## config.mk

```make
export PLATFORM = sky130hd
export DESIGN_NAME = noc_packetizer_flat
export DESIGN_NICKNAME = d
export VERILOG_FILES = /design/src/rtl/noc_packetizer_if.sv /design/src/rtl/noc_packetizer.sv /design/src/flat_wrapper.sv
export SDC_FILE = /design/constraint.sdc
export NUM_CORES = 1
export LEC_CHECK = 0
export ABC_AREA = 1
export BUFFER_PORTS_ARGS = -buffer_cell sky130_fd_sc_hd__buf_2
export CAP_MARGIN = 0
export CELL_PAD_IN_SITES_DETAIL_PLACEMENT = 1
export CELL_PAD_IN_SITES_GLOBAL_PLACEMENT = 2
export CORE_AREA = 2 2 233 235
export CTS_CLUSTER_DIAMETER = 200
export DETAILED_ROUTE_END_ITERATION = 8
export DIE_AREA = 0 0 235 237
export PLACE_DENSITY_LB_ADDON = 0.1
export REMOVE_ABC_BUFFERS = 1
export SKIP_LAST_GASP = 1
export SLEW_MARGIN = 5
export SYNTH_ARGS = -nofsm -noshare
export SYNTH_HDL_FRONTEND = slang
export SYNTH_SLANG_ARGS = --single-unit
```

## constraint.sdc

```tcl
create_clock -name clk -period 5 [get_ports clk]
set_input_delay 1 -clock clk [delete_from_list [all_inputs] [get_ports clk]]
set_output_delay 1 -clock clk [all_outputs]
set_load 0.005 [all_outputs]
```

## src/rtl/noc_packetizer_if.sv

```systemverilog
// noc_packetizer_if
//   Bundles the two handshake links of the packetizer:
//     client link : in_data, in_dest, in_last, in_valid -> in_ready
//     router link : data_out, dest_out, is_tail_out, send_out -> credit_in
//   master : packetizer view (accepts client flits, drives the router link)
//   slave  : environment view (client source plus router input port)
interface noc_packetizer_if #(
  parameter int FLIT_WIDTH = 256,
  parameter int DEST_WIDTH = 3
);
  logic [FLIT_WIDTH-1:0] in_data;
  logic [DEST_WIDTH-1:0] in_dest;
  logic                  in_last;
  logic                  in_valid;
  logic                  in_ready;
  logic [FLIT_WIDTH-1:0] data_out;
  logic [DEST_WIDTH-1:0] dest_out;
  logic                  is_tail_out;
  logic                  send_out;
  logic                  credit_in;

  modport master (
    input  in_data, in_dest, in_last, in_valid, credit_in,
    output in_ready, data_out, dest_out, is_tail_out, send_out
  );

  modport slave (
    output in_data, in_dest, in_last, in_valid, credit_in,
    input  in_ready, data_out, dest_out, is_tail_out, send_out
  );
endinterface

```

## src/rtl/noc_packetizer.sv

```systemverilog
// noc_packetizer
//   Injection-side network interface for one NoC router input port.
//   Accepts client flits over valid/ready, latches the destination on the
//   head flit, caps packets at MAX_PACKET_FLITS (forcing a tail and flagging
//   split_err), and only accepts a flit while a downstream credit is held.
//   Ports:
//     clk, rst_n  : clock, synchronous active-low reset
//     bus         : noc_packetizer_if.master (client link + router link)
//     split_err   : sticky, a packet was split at the length limit
//     credit_err  : sticky, credit returned while counter already full
//     pkt_count   : tail flits sent   (stats build only, else 0)
//     flit_count  : flits sent        (stats build only, else 0)
//   Build option: define NOC_PACKETIZER_STATS_EN to enable the counters.
//
//   state | meaning
//   HEAD  | next accepted flit starts a packet, in_dest is taken
//   BODY  | inside a packet, destination held in dest_reg
module noc_packetizer #(
  parameter int FLIT_WIDTH        = 256,
  parameter int DEST_WIDTH        = 3,
  parameter int FLIT_BUFFER_DEPTH = 2,
  parameter int MAX_PACKET_FLITS  = 16
) (
  input  logic                clk,
  input  logic                rst_n,
  noc_packetizer_if.master    bus,
  output logic                split_err,
  output logic                credit_err,
  output logic [31:0]         pkt_count,
  output logic [31:0]         flit_count
);
  localparam int CW = $clog2(FLIT_BUFFER_DEPTH) + 1;
  localparam int LW = $clog2(MAX_PACKET_FLITS) + 1;

  typedef enum logic {HEAD, BODY} state_t;

  state_t                state, state_nx;
  logic [CW-1:0]         credits;
  logic [LW-1:0]         len, len_nx;
  logic [DEST_WIDTH-1:0] dest_reg, head_dest;
  logic                  accept, tail;

  // Reset gates in_ready so no flit is offered a handshake during reset.
  assign bus.in_ready = rst_n && (credits != '0);
  assign accept       = bus.in_valid && bus.in_ready;

  always_ff @(posedge clk) begin
    if (!rst_n) begin
      credits    <= CW'(FLIT_BUFFER_DEPTH);
      credit_err <= 1'b0;
    end else if (bus.credit_in && !accept && credits == CW'(FLIT_BUFFER_DEPTH)) begin
      credit_err <= 1'b1;
    end else begin
      credits <= credits + CW'(bus.credit_in) - CW'(accept);
    end
  end

  always_comb begin
    state_nx  = state;
    len_nx    = len;
    tail      = 1'b0;
    head_dest = bus.in_dest;
    case (state)
      HEAD: begin
        tail = bus.in_last || (MAX_PACKET_FLITS == 1);
        if (accept) begin
          len_nx = LW'(1);
          if (!tail) state_nx = BODY;
        end
      end
      BODY: begin
        head_dest = dest_reg;
        tail      = bus.in_last || (len + LW'(1) == LW'(MAX_PACKET_FLITS));
        if (accept) begin
          len_nx = len + LW'(1);
          if (tail) state_nx = HEAD;
        end
      end
      default: state_nx = HEAD;
    endcase
  end

  always_ff @(posedge clk) begin
    if (!rst_n) begin
      state           <= HEAD;
      len             <= '0;
      dest_reg        <= '0;
      split_err       <= 1'b0;
      bus.data_out    <= '0;
      bus.dest_out    <= '0;
      bus.is_tail_out <= 1'b0;
      bus.send_out    <= 1'b0;
    end else begin
      state        <= state_nx;
      len          <= len_nx;
      bus.send_out <= accept;
      if (accept) begin
        dest_reg        <= head_dest;
        bus.data_out    <= bus.in_data;
        bus.dest_out    <= head_dest;
        bus.is_tail_out <= tail;
        if (tail && !bus.in_last) split_err <= 1'b1;
      end
    end
  end

`ifdef NOC_PACKETIZER_STATS_EN
  always_ff @(posedge clk) begin
    if (!rst_n) begin
      pkt_count  <= '0;
      flit_count <= '0;
    end else if (bus.send_out) begin
      flit_count <= flit_count + 32'd1;
      if (bus.is_tail_out) pkt_count <= pkt_count + 32'd1;
    end
  end
`else
  assign pkt_count  = '0;
  assign flit_count = '0;
`endif
endmodule
```

## src/flat_wrapper.sv

```systemverilog
// flat-port wrapper written by rule: the top's interface ports become plain ports
module noc_packetizer_flat 
#(
  parameter int FLIT_WIDTH        = 256,
  parameter int DEST_WIDTH        = 3,
  parameter int FLIT_BUFFER_DEPTH = 2,
  parameter int MAX_PACKET_FLITS  = 16
)
  (clk, rst_n, split_err, credit_err, pkt_count, flit_count, bus_in_data, bus_in_dest, bus_in_last, bus_in_valid, bus_credit_in, bus_in_ready, bus_data_out, bus_dest_out, bus_is_tail_out, bus_send_out);
  noc_packetizer_if #(.FLIT_WIDTH(FLIT_WIDTH), .DEST_WIDTH(DEST_WIDTH)) bus_i ();
  input  logic clk;
  input  logic rst_n;
  output logic split_err;
  output logic credit_err;
  output logic [31:0] pkt_count;
  output logic [31:0] flit_count;
  input wire logic [$bits(bus_i.in_data)-1:0] bus_in_data;
  input wire logic [$bits(bus_i.in_dest)-1:0] bus_in_dest;
  input wire logic [$bits(bus_i.in_last)-1:0] bus_in_last;
  input wire logic [$bits(bus_i.in_valid)-1:0] bus_in_valid;
  input wire logic [$bits(bus_i.credit_in)-1:0] bus_credit_in;
  output wire logic [$bits(bus_i.in_ready)-1:0] bus_in_ready;
  output wire logic [$bits(bus_i.data_out)-1:0] bus_data_out;
  output wire logic [$bits(bus_i.dest_out)-1:0] bus_dest_out;
  output wire logic [$bits(bus_i.is_tail_out)-1:0] bus_is_tail_out;
  output wire logic [$bits(bus_i.send_out)-1:0] bus_send_out;
  assign bus_i.in_data = bus_in_data;
  assign bus_i.in_dest = bus_in_dest;
  assign bus_i.in_last = bus_in_last;
  assign bus_i.in_valid = bus_in_valid;
  assign bus_i.credit_in = bus_credit_in;
  assign bus_in_ready = bus_i.in_ready;
  assign bus_data_out = bus_i.data_out;
  assign bus_dest_out = bus_i.dest_out;
  assign bus_is_tail_out = bus_i.is_tail_out;
  assign bus_send_out = bus_i.send_out;
  noc_packetizer #(.FLIT_WIDTH(FLIT_WIDTH), .DEST_WIDTH(DEST_WIDTH), .FLIT_BUFFER_DEPTH(FLIT_BUFFER_DEPTH), .MAX_PACKET_FLITS(MAX_PACKET_FLITS)) u_core (.clk(clk), .rst_n(rst_n), .bus(bus_i), .split_err(split_err), .credit_err(credit_err), .pkt_count(pkt_count), .flit_count(flit_count));
endmodule
```

==> flow_metrics.env, run 1 <==
export IMPL_status="finished, final reports clean"
export IMPL_synth_top_cell_area_share=0.542
export IMPL_postSynthCellCount=1263
export IMPL_vias_per_cell=3.95
export IMPL_drt_iter0_drc=344
export IMPL_ys_flop_type="dfxtp_1"
export IMPL_synth_seq_area_share=0.542
export IMPL_power_density_mw_per_mm2=417
export IMPL_core_mm2=0.0533
export IMPL_maxCapViolations=0
export IMPL_synth_seq_cells=271
export IMPL_crit_path_start_kind="primary input"
export IMPL_ys_types=24
export IMPL_drive_above_1_share=0.334
export IMPL_cp_end_kind="primary output"
export IMPL_routed_wl_um=43100
export IMPL_worst_path_buf_inv=3
export IMPL_yosys_area_top_type="dfxtp_1"
export IMPL_antenna_found_initial=13
export IMPL_fin_nets=2017
export IMPL_fin_worst_skew_ps=9.21
export IMPL_hold_path_class="register to register"
export IMPL_clk_pin_slew_ps=50
export IMPL_cts_sinks=271
export IMPL_die_width_um=235
export IMPL_dpl_hpwl_um=30300
export IMPL_ys_top_cells_by_count="nand2_1, dfxtp_1, nand3_1, buf_4, buf_2"
export IMPL_rows=85
export IMPL_dieArea_mm2=0.0557
export IMPL_max_slew_margin=0.330
export IMPL_portBuffers=527
export IMPL_insertion_delay_ps=530
export IMPL_ys_warn_count=0
export IMPL_clk_path_buf_depth=3
export IMPL_track_usage=0.149
export IMPL_fin_crit_sh=0.636
export IMPL_h_tree_depth=2
export IMPL_synthesis_area_mm2=0.0100
export IMPL_slowest_delay_ps=460
export IMPL_dr_total_vias=9771
export IMPL_grt_pass1_wl_um=63400
export IMPL_crit_arrival_ps=2180
export IMPL_ys_top_cells_by_area="dfxtp_1, nand2_1, nand3_1, buf_4, buf_6"
export IMPL_post_cts_buffers=0
export IMPL_cts_root_buf="clkbuf_16"
export IMPL_synth_most_common_cell="nand2_1"
export IMPL_area_delta_synth_final_pct=39.9
export IMPL_final_setup_viol_count=0
export IMPL_cp_max_fo=81
export IMPL_grt_pass1_vias=9975
export IMPL_grt_max_degree=134
export IMPL_drtAntennaViolNets=0
export IMPL_critPathKind="primary input to primary output"
export IMPL_leakage_nw=7.71
export IMPL_first_pass_iters=4
export IMPL_fin_area_mm2=0.0140
export IMPL_synth_edf_count=0
export IMPL_finalCriticalPeriod_ps=3180
export IMPL_tns_ps=0
export IMPL_postCtsHoldBufs=0
export IMPL_ir_drop_mv=0.192
export IMPL_required_ps=4000
export IMPL_cts_buffers=37
export IMPL_path_cells="clkbuf_8 > inv_1 > a21oi_1 > buf_2"
export IMPL_gr_total_overflow=0
export IMPL_io_pins=592
export IMPL_crit_slowest_cell="clkbuf_8"
export IMPL_drv_slew=0
export IMPL_async_reset_ff_frac=0
export IMPL_rsz0062_at_grt="false"
export IMPL_dpl_cell_area_mm2=0.0129
export IMPL_drcViolationCount=0
export IMPL_crit_family="buffers and inverters"
export IMPL_initial_core_util=0.188
export IMPL_post_cts_resized=0
export IMPL_gp_congestion=0.725
export IMPL_stdcell_count=2473
export IMPL_hold_violations=0
export IMPL_worstMarginPinSlew_ps=1000
export IMPL_die_h_um=237
export IMPL_drt_wirelength_per_cell_um=17.4
export IMPL_cts_tree="built"
export IMPL_syn_area_per_cell_um2=7.93
export IMPL_dp_cells=2407
export IMPL_largest_reg_flops=256
export IMPL_fmax_mhz=315
## tightest hold or removal path, delay by kind of cell (launching register included)
kind                   cells  cell delay [ps]
AOI/OAI and AO/OA          1               50
DFF                        1              310
buffers and inverters      1               50
## placed cells by master, fill, tap and decap left out, types with 2 or more instances in the layout
cell       netlist  layout
a22oi_1          2       2
nor3_1           3       3
o21ai_0          5       5
nand2_1        530     530
diode_2          0       5
clkbuf_16        0      37
buf_2           34     526
clkbuf_1         6      11
a21oi_1          7       7
nand3_1        260     260
buf_4           66       7
conb_1           1      64
dfxtp_1        271     271
buf_12           0       2
inv_1            9       9
nand4_1          4       4
clkbuf_8         0      11
nor2_1           9       9
ha_1             3       3
inv_2            2       2
clkinv_2         1       2
## cell families after synthesis
group	after synthesis	synth area share
AOI/OAI and AO/OA	16	0.00899
xor gates and xnor gates	1	0.000875
adders and majority gates	3	0.00375
buffers and inverters	163	0.107
DFF	271	0.542
other	1	0.000374
and+or+nand+nor	808	0.338
## path summary, 6_finish.rpt
check | cells after the start | slack (ps) | to | from
max | 4 | 1820 | bus_in_ready | rst_n
min | 2 | 450 | u_core.credit_err | u_core.credit_err
max reg2reg | 9 | 2890 | u_core.credits[1] | u_core.credits[1]
min reg2reg | 2 | 450 | u_core.credit_err | u_core.credit_err
## per-stage QoR
step | hold WS (ps) | worst slack (ps) | utilization | power [mW]
6_report | 450 | 1820 | 0.263 | 5.84
5_1_grt | 473 | 1660 | 0.263 | 6.18
4_1_cts | 454 | 1830 | 0.263 | 5.99
3_5_place_dp | 445 | 1670 | 0.241 | 3.37
3_3_place_gp | 443 | 1680 | 0.241 | 3.36
2_1_floorplan | 447 | -2770 | - | 2.84
## area by class of cell
| cell class | instances | area (um^2) |
|---|---|---|
| Sequential cell | 271 | 5430 |
| Antenna cell | 5 | 12.5 |
| Multi-Input combinational cell | 892 | 3760 |
| Tap cell | 696 | 871 |
| Clock buffer | 58 | 1100 |
| Inverter | 12 | 52.6 |
| Timing Repair Buffer | 536 | 2740 |
| Fill cell | 6559 | 39300 |
| Clock inverter | 3 | 40.0 |
## power by group
part           internal [mW]  switching, mW
Combinational          0.326          0.477
Sequential              2.38          0.105
Clock                   1.55          0.992
Total                   4.26           1.57
## per-layer routing
layer / track usage / wire length, um
met1: 0.164 / 16900
met2: 0.267 / 22000
met3: 0.0547 / 3260
met4: 0.0426 / 865
met5: 0 / 110
(Power assumes the default switching activity.)
==> run 2: changes to the inputs <==
- CORE_AREA: 2 2 233 235 -> 2 2 230 232
- DIE_AREA: 0 0 235 237 -> 0 0 232 234
- clock period: 5 -> 3 ns (I/O delays scaled with it)
==> run 2 against run 1 <==
  * Sequential cell count stayed put
  * Via count rose by 1.0%
  * Sequential share of layout area fell by 0.17 points
  * Critical path type is now register to register
  * Register-to-register slack got worse by 2000 ps
  * Highest routed layer unchanged
  * Clock power increased by 70%
  * Final cell count is 0.20% lower
  * Critical path depth up 3
==> flow_metrics.env, run 2 (synthesis results as in run 1) <==
export IMPL_num_fill_cells=6405
export IMPL_worst_path_buf_inv=3
export IMPL_multi_input_area_mm2=0.00376
export IMPL_die_width_um=232
export IMPL_drtAntennaViolNets=0
export IMPL_postCtsHoldBufs=0
export IMPL_dr_total_vias=9871
export IMPL_clk_pin_slew_ps=60
export IMPL_io_pins=592
export IMPL_hold_violations=0
export IMPL_routed_wl_um=42600
export IMPL_cts_buffers=37
export IMPL_rows=84
export IMPL_met3_usage=0.0551
export IMPL_cp_end_kind="register"
export IMPL_report_power_total_mw=9.81
export IMPL_final_cell_mix="nand2_1, buf_2, dfxtp_1"
export IMPL_drt_iter0_drc=381
export IMPL_required_ps=3470
export IMPL_grt_pass1_vias=9866
export IMPL_ir_drop_mv=0.386
export IMPL_grtUsageMet1=0.169
export IMPL_drt_wirelength_per_cell_um=17.2
export IMPL_rr_startpoint="u_core.credits[1]"
export IMPL_post_cts_buffers=0
export IMPL_antenna_found_initial=13
export IMPL_drive_above_1_share=0.332
export IMPL_top_usage_layer="met2"
export IMPL_dpl_hpwl_um=29900
export IMPL_grt_pass1_wl_um=61700
export IMPL_place_ws_ps=766
export IMPL_insertion_delay_ps=540
export IMPL_cp_max_fo=156
export IMPL_core_mm2=0.0520
export IMPL_crit_arrival_ps=2530
export IMPL_vias_per_cell=4.00
export IMPL_dpl_cell_area_mm2=0.0129
export IMPL_worstRegToRegCells=7
export IMPL_clk_path_buf_depth=3
export IMPL_critPathCapture="u_core.bus.data_out[239]"
export IMPL_critPathKind="register to register"
export IMPL_crit_path_start="u_core.credits[1]"
export IMPL_crit_path_start_kind="register"
export IMPL_gp_congestion=0.709
export IMPL_slowest_delay_ps=380
export IMPL_rsz0062_at_grt="false"
export IMPL_finalCriticalPeriod_ps=2060
export IMPL_final_setup_viol_count=0
export IMPL_tns_ps=0
export IMPL_portBuffers=527
export IMPL_hold_path_class="primary input to register"
export IMPL_r2r_setup_slack_ps=940
export IMPL_worstMarginPinSlew_ps=1010
export IMPL_dieArea_mm2=0.0543
export IMPL_crit_slowest_cell="dfxtp_1"
export IMPL_fin_crit_sh=0.688
export IMPL_grtUsageMet2=0.259
export IMPL_largest_reg_flops=256
export IMPL_cts_tree="built"
export IMPL_cts_sinks=271
export IMPL_reg2reg_to="u_core.bus.data_out[239]"
export IMPL_path_cells="inv_2 > nand2_1 > nand3_4 > inv_8 > buf_12 > nand2_1 > nand2_1"
export IMPL_crit_family="simple AND/OR/NAND/NOR gates"
export IMPL_layout_commonest_cell="nand2_1"
export IMPL_drv_slew=0
export IMPL_crit_top_cell="nand2_1"
export IMPL_fin_worst_skew_ps=17.7
export IMPL_cp_num_cells=7
export IMPL_setup_ws_ps=937
export IMPL_die_h_um=234
export IMPL_gr_total_overflow=0
export IMPL_fin_nets=2016
export IMPL_initial_core_util=0.192
export IMPL_track_usage=0.150
export IMPL_area_delta_synth_final_pct=40.5
export IMPL_drcViolationCount=0
export IMPL_h_tree_depth=2
export IMPL_grt_max_degree=157
export IMPL_leakage_nw=7.73
export IMPL_fin_area_mm2=0.0141
export IMPL_cts_root_buf="clkbuf_16"
export IMPL_first_pass_iters=4
export IMPL_status="finished, final reports clean"
export IMPL_fmax_mhz=485
export IMPL_max_slew_margin=0.326
export IMPL_layout_area_seq_mm2=0.00543
export IMPL_post_cts_resized=0
export IMPL_maxCapViolations=0
export IMPL_power_density_mw_per_mm2=697
run 2: cell types whose count changed in the layout (fill, tap and decap cells not counted):
cell       before  now
clkbuf_8       11    5
buf_4           7    2
buf_12          2    6
clkbuf_1       11   14
clkbuf_16      37   39
diode_2         5    7
bufinv_16       1    2
clkinv_2        2    3
inv_6           0    1
run 2: tightest hold or removal path: stages:
cell     delay [ps]
buf_2            80
nand2_1          40
nand2_1          50
run 2: layout make-up:
cell class / count / share of cell area
clock inverters: 6 / 0.00596
repair buffers: 535 / 0.198
diodes: 7 / 0.00125
well taps: 688 / 0.0612
multi-input cells: 892 / 0.268
flip-flops and latches: 271 / 0.386
clock buffers: 57 / 0.0770
inverters: 12 / 0.00374
run 2: worst min-delay path by stage:
stage / start / end / slack [ps] / cells after the start
2_1_floorplan: u_core.credit_err / u_core.credit_err / 450 / 2
3_3_place_gp: u_core.split_err / u_core.split_err / 440 / 2
3_5_place_dp: u_core.credit_err / u_core.credit_err / 440 / 2
4_1_cts: bus_in_data[114] / u_core.bus.data_out[114] / 210 / 3
5_1_grt: bus_in_data[114] / u_core.bus.data_out[114] / 220 / 3
6_report: bus_in_data[195] / u_core.bus.data_out[195] / 250 / 3
run 2: stage by stage:
stage / utilization / std cells / hold slack [ps]
floorplan: - / 1175 / 447
global placement: 0.248 / 2398 / 441
detailed placement: 0.248 / 2398 / 444
CTS: 0.270 / 2461 / 212
global route: 0.270 / 2463 / 225
finish: 0.270 / 2468 / 250
run 2: report_power, final:
part           leakage, nW  total [mW]  switching [mW]  internal (mW)
sequential            2.24        4.15           0.177           3.97
combinational         4.92        1.35           0.796          0.556
clock                0.570        4.31            1.67           2.64
run 2: layer usage:
| layer | up-vias | wire [um] | share of wire |
|---|---|---|---|
| li1 | 4892 | - | - |
| met1 | 4582 | 16800 | 0.39 |
| met2 | 305 | 21200 | 0.50 |
| met3 | 76 | 3370 | 0.079 |
| met4 | 16 | 1120 | 0.026 |
| met5 | - | 90 | 0.0021 |
==> run 3: changes to the inputs <==
- ABC_AREA: 1 -> 0
- CORE_AREA: 2 2 230 232 -> 2 2 233 235
- DIE_AREA: 0 0 232 234 -> 0 0 235 237
- clock period: 3 -> 1.77 ns (I/O delays scaled with it)
==> run 3 against run 2 <==
  * Clock skew decreased by 8.6 ps
  * Clock-buffer cell count decreased by 5
  * Sequential power increased by 66%
  * Critical path type is now register to primary output
  * Largest power group unchanged
==> flow_metrics.env, run 3 <==
export IMPL_clk_pin_slew_ps=60
export IMPL_rows=85
export IMPL_grt_pass1_wl_um=64400
export IMPL_routed_wl_um=44500
export IMPL_fin_worst_skew_ps=9.08
export IMPL_synth_top_cell_area_share=0.547
export IMPL_synth_most_common_cell="nand2_1"
export IMPL_required_ps=1420
export IMPL_dpl_hpwl_um=31500
export IMPL_setup_ws_ps=98.8
export IMPL_insertion_delay_ps=540
export IMPL_hold_violations=0
export IMPL_h_tree_depth=2
export IMPL_clk_path_buf_depth=3
export IMPL_io_pins=592
export IMPL_cp_end_kind="primary output"
export IMPL_gp_congestion=0.728
export IMPL_hold_path_class="primary input to register"
export IMPL_cts_root_buf="clkbuf_16"
export IMPL_crit_family="flip-flops"
export IMPL_critPathKind="register to primary output"
export IMPL_cts_tree="built"
export IMPL_maxCapViolations=0
export IMPL_layout_commonest_cell="buf_2"
export IMPL_drt_wirelength_per_cell_um=17.9
export IMPL_area_delta_synth_final_pct=45.0
export IMPL_crit_slowest_cell="dfxtp_2"
export IMPL_drv_slew=0
export IMPL_worst_path_buf_inv=2
export IMPL_synth_seq_area_share=0.547
export IMPL_max_slew_margin=0.545
export IMPL_fmax_mhz=598
export IMPL_crit_arrival_ps=1320
export IMPL_initial_core_util=0.186
export IMPL_drtAntennaViolNets=0
export IMPL_final_cell_mix="buf_2, nand2_1, dfxtp_1"
export IMPL_syn_area_per_cell_um2=7.87
export IMPL_ys_top_cells_by_area="dfxtp_1, nand2_1, a21oi_1, buf_4, buf_2"
export IMPL_ys_flop_type="dfxtp_1"
export IMPL_ys_warn_count=0
export IMPL_place_ws_ps=-38.7
export IMPL_tns_ps=0
export IMPL_final_setup_viol_count=0
export IMPL_post_cts_buffers=0
export IMPL_track_usage=0.151
export IMPL_cts_buffers=37
export IMPL_antenna_found_initial=15
export IMPL_die_width_um=235
export IMPL_cts_sinks=271
export IMPL_crit_path_start="u_core.credits[1]"
export IMPL_ys_types=26
export IMPL_num_fill_cells=6524
export IMPL_largest_reg_flops=256
export IMPL_portBuffers=527
export IMPL_grt_pass1_vias=10095
export IMPL_worstMarginPinSlew_ps=683
export IMPL_yosys_area_top_type="dfxtp_1"
export IMPL_vias_per_cell=4.01
export IMPL_ys_top_cells_by_count="nand2_1, dfxtp_1, a21oi_1, buf_4, buf_2"
export IMPL_hold_start="bus_in_data[73]"
export IMPL_die_h_um=237
export IMPL_rr_startpoint="u_core.credits[1]"
export IMPL_ir_drop_mv=0.477
export IMPL_drt_iter0_drc=329
export IMPL_core_mm2=0.0533
export IMPL_synth_seq_cells=271
export IMPL_power_density_mw_per_mm2=1180
export IMPL_first_pass_iters=4
export IMPL_status="finished, final reports clean"
export IMPL_fin_crit_sh=0.944
export IMPL_path_cells="buf_4 > nor2_1 > nor2_1 > buf_2"
export IMPL_grt_max_degree=116
export IMPL_synth_edf_count=0
export IMPL_cp_max_fo=6
export IMPL_dieArea_mm2=0.0557
export IMPL_drive_above_1_share=0.344
export IMPL_crit_top_cell="nor2_1"
export IMPL_dr_total_vias=9963
export IMPL_async_reset_ff_frac=0
export IMPL_drcViolationCount=0
export IMPL_fin_nets=2030
export IMPL_synthesis_area_mm2=0.00992
export IMPL_crit_path_start_kind="register"
export IMPL_slowest_delay_ps=330
export IMPL_rsz0062_at_grt="false"
export IMPL_postSynthCellCount=1260
export IMPL_leakage_nw=6.85
export IMPL_gr_total_overflow=0
export IMPL_finalCriticalPeriod_ps=1670
==> run 3: cell families after synthesis <==
logic type / Yosys count / synth area share
AND/OR/NAND/NOR: 546 / 0.209
AO/OA/AOI/OAI: 281 / 0.145
flip-flops: 271 / 0.547
buffers and inverters: 157 / 0.0940
adder cells (fa/ha/maj): 3 / 0.00379
XOR/XNOR: 1 / 0.000883
other: 1 / 0.000378
==> run 3: final timing paths <==
check | endpoint | slack (ps) | depth (start not counted)
setup / recovery | bus_in_ready | 100 | 4
hold / removal | u_core.bus.data_out[73] | 50 | 3
setup reg to reg | u_core.credits[1] | 140 | 9
hold reg to reg | u_core.bus.data_out[77] | 450 | 2
==> run 3: routing by layer <==
layer,routed length [um],vias up,part of all wire,global-route usage
met3,3540,70,0.080,0.0610
li1,-,4914,-,-
met2,22400,296,0.50,0.265
met1,17600,4667,0.39,0.168
met4,867,16,0.020,0.0433
met5,97,-,0.0022,0
==> run 3: metrics by stage <==
stage | hold WS (ps) | instances | power (mW) | utilization | instance area [um^2]
global route | 10.7 | 2485 | 17.9 | 0.270 | 14400
global placement | 439 | 2418 | 9.72 | 0.246 | 13100
floorplan | 430 | 1169 | 8.29 | - | 9230
detailed placement | 443 | 2418 | 9.76 | 0.246 | 13100
finish | 47.0 | 2486 | 16.9 | 0.270 | 14400
CTS | 1.54 | 2477 | 17.3 | 0.268 | 14300
==> run 3: report_power, final <==
part | switching [mW] | internal [mW]
Clock | 2.88 | 4.41
Combinational | 1.61 | 1.12
Sequential | 0.255 | 6.63
Total | 4.74 | 12.2
==> run 3: final cells by class <==
type	instances	area, um^2	area share
multi-input cells	895	3810	0.265
flip-flops and latches	271	5430	0.378
diodes	7	17.5	0.00122
clock inverters	7	63.8	0.00444
clock buffers	52	1090	0.0762
well taps	696	871	0.0606
repair buffers	555	3070	0.214
inverters	3	18.8	0.00131
==> run 3: what timing repair did <==
item / CTS / global route
hold buffers: 0 / 0
gates resized for setup: 0 / 5
endpoints found under the setup margin: 0 / 107
==> run 3: tightest hold or removal path: stages <==
cell and delay [ps]:
buf_2 90, nand2_1 40, a21oi_1 50
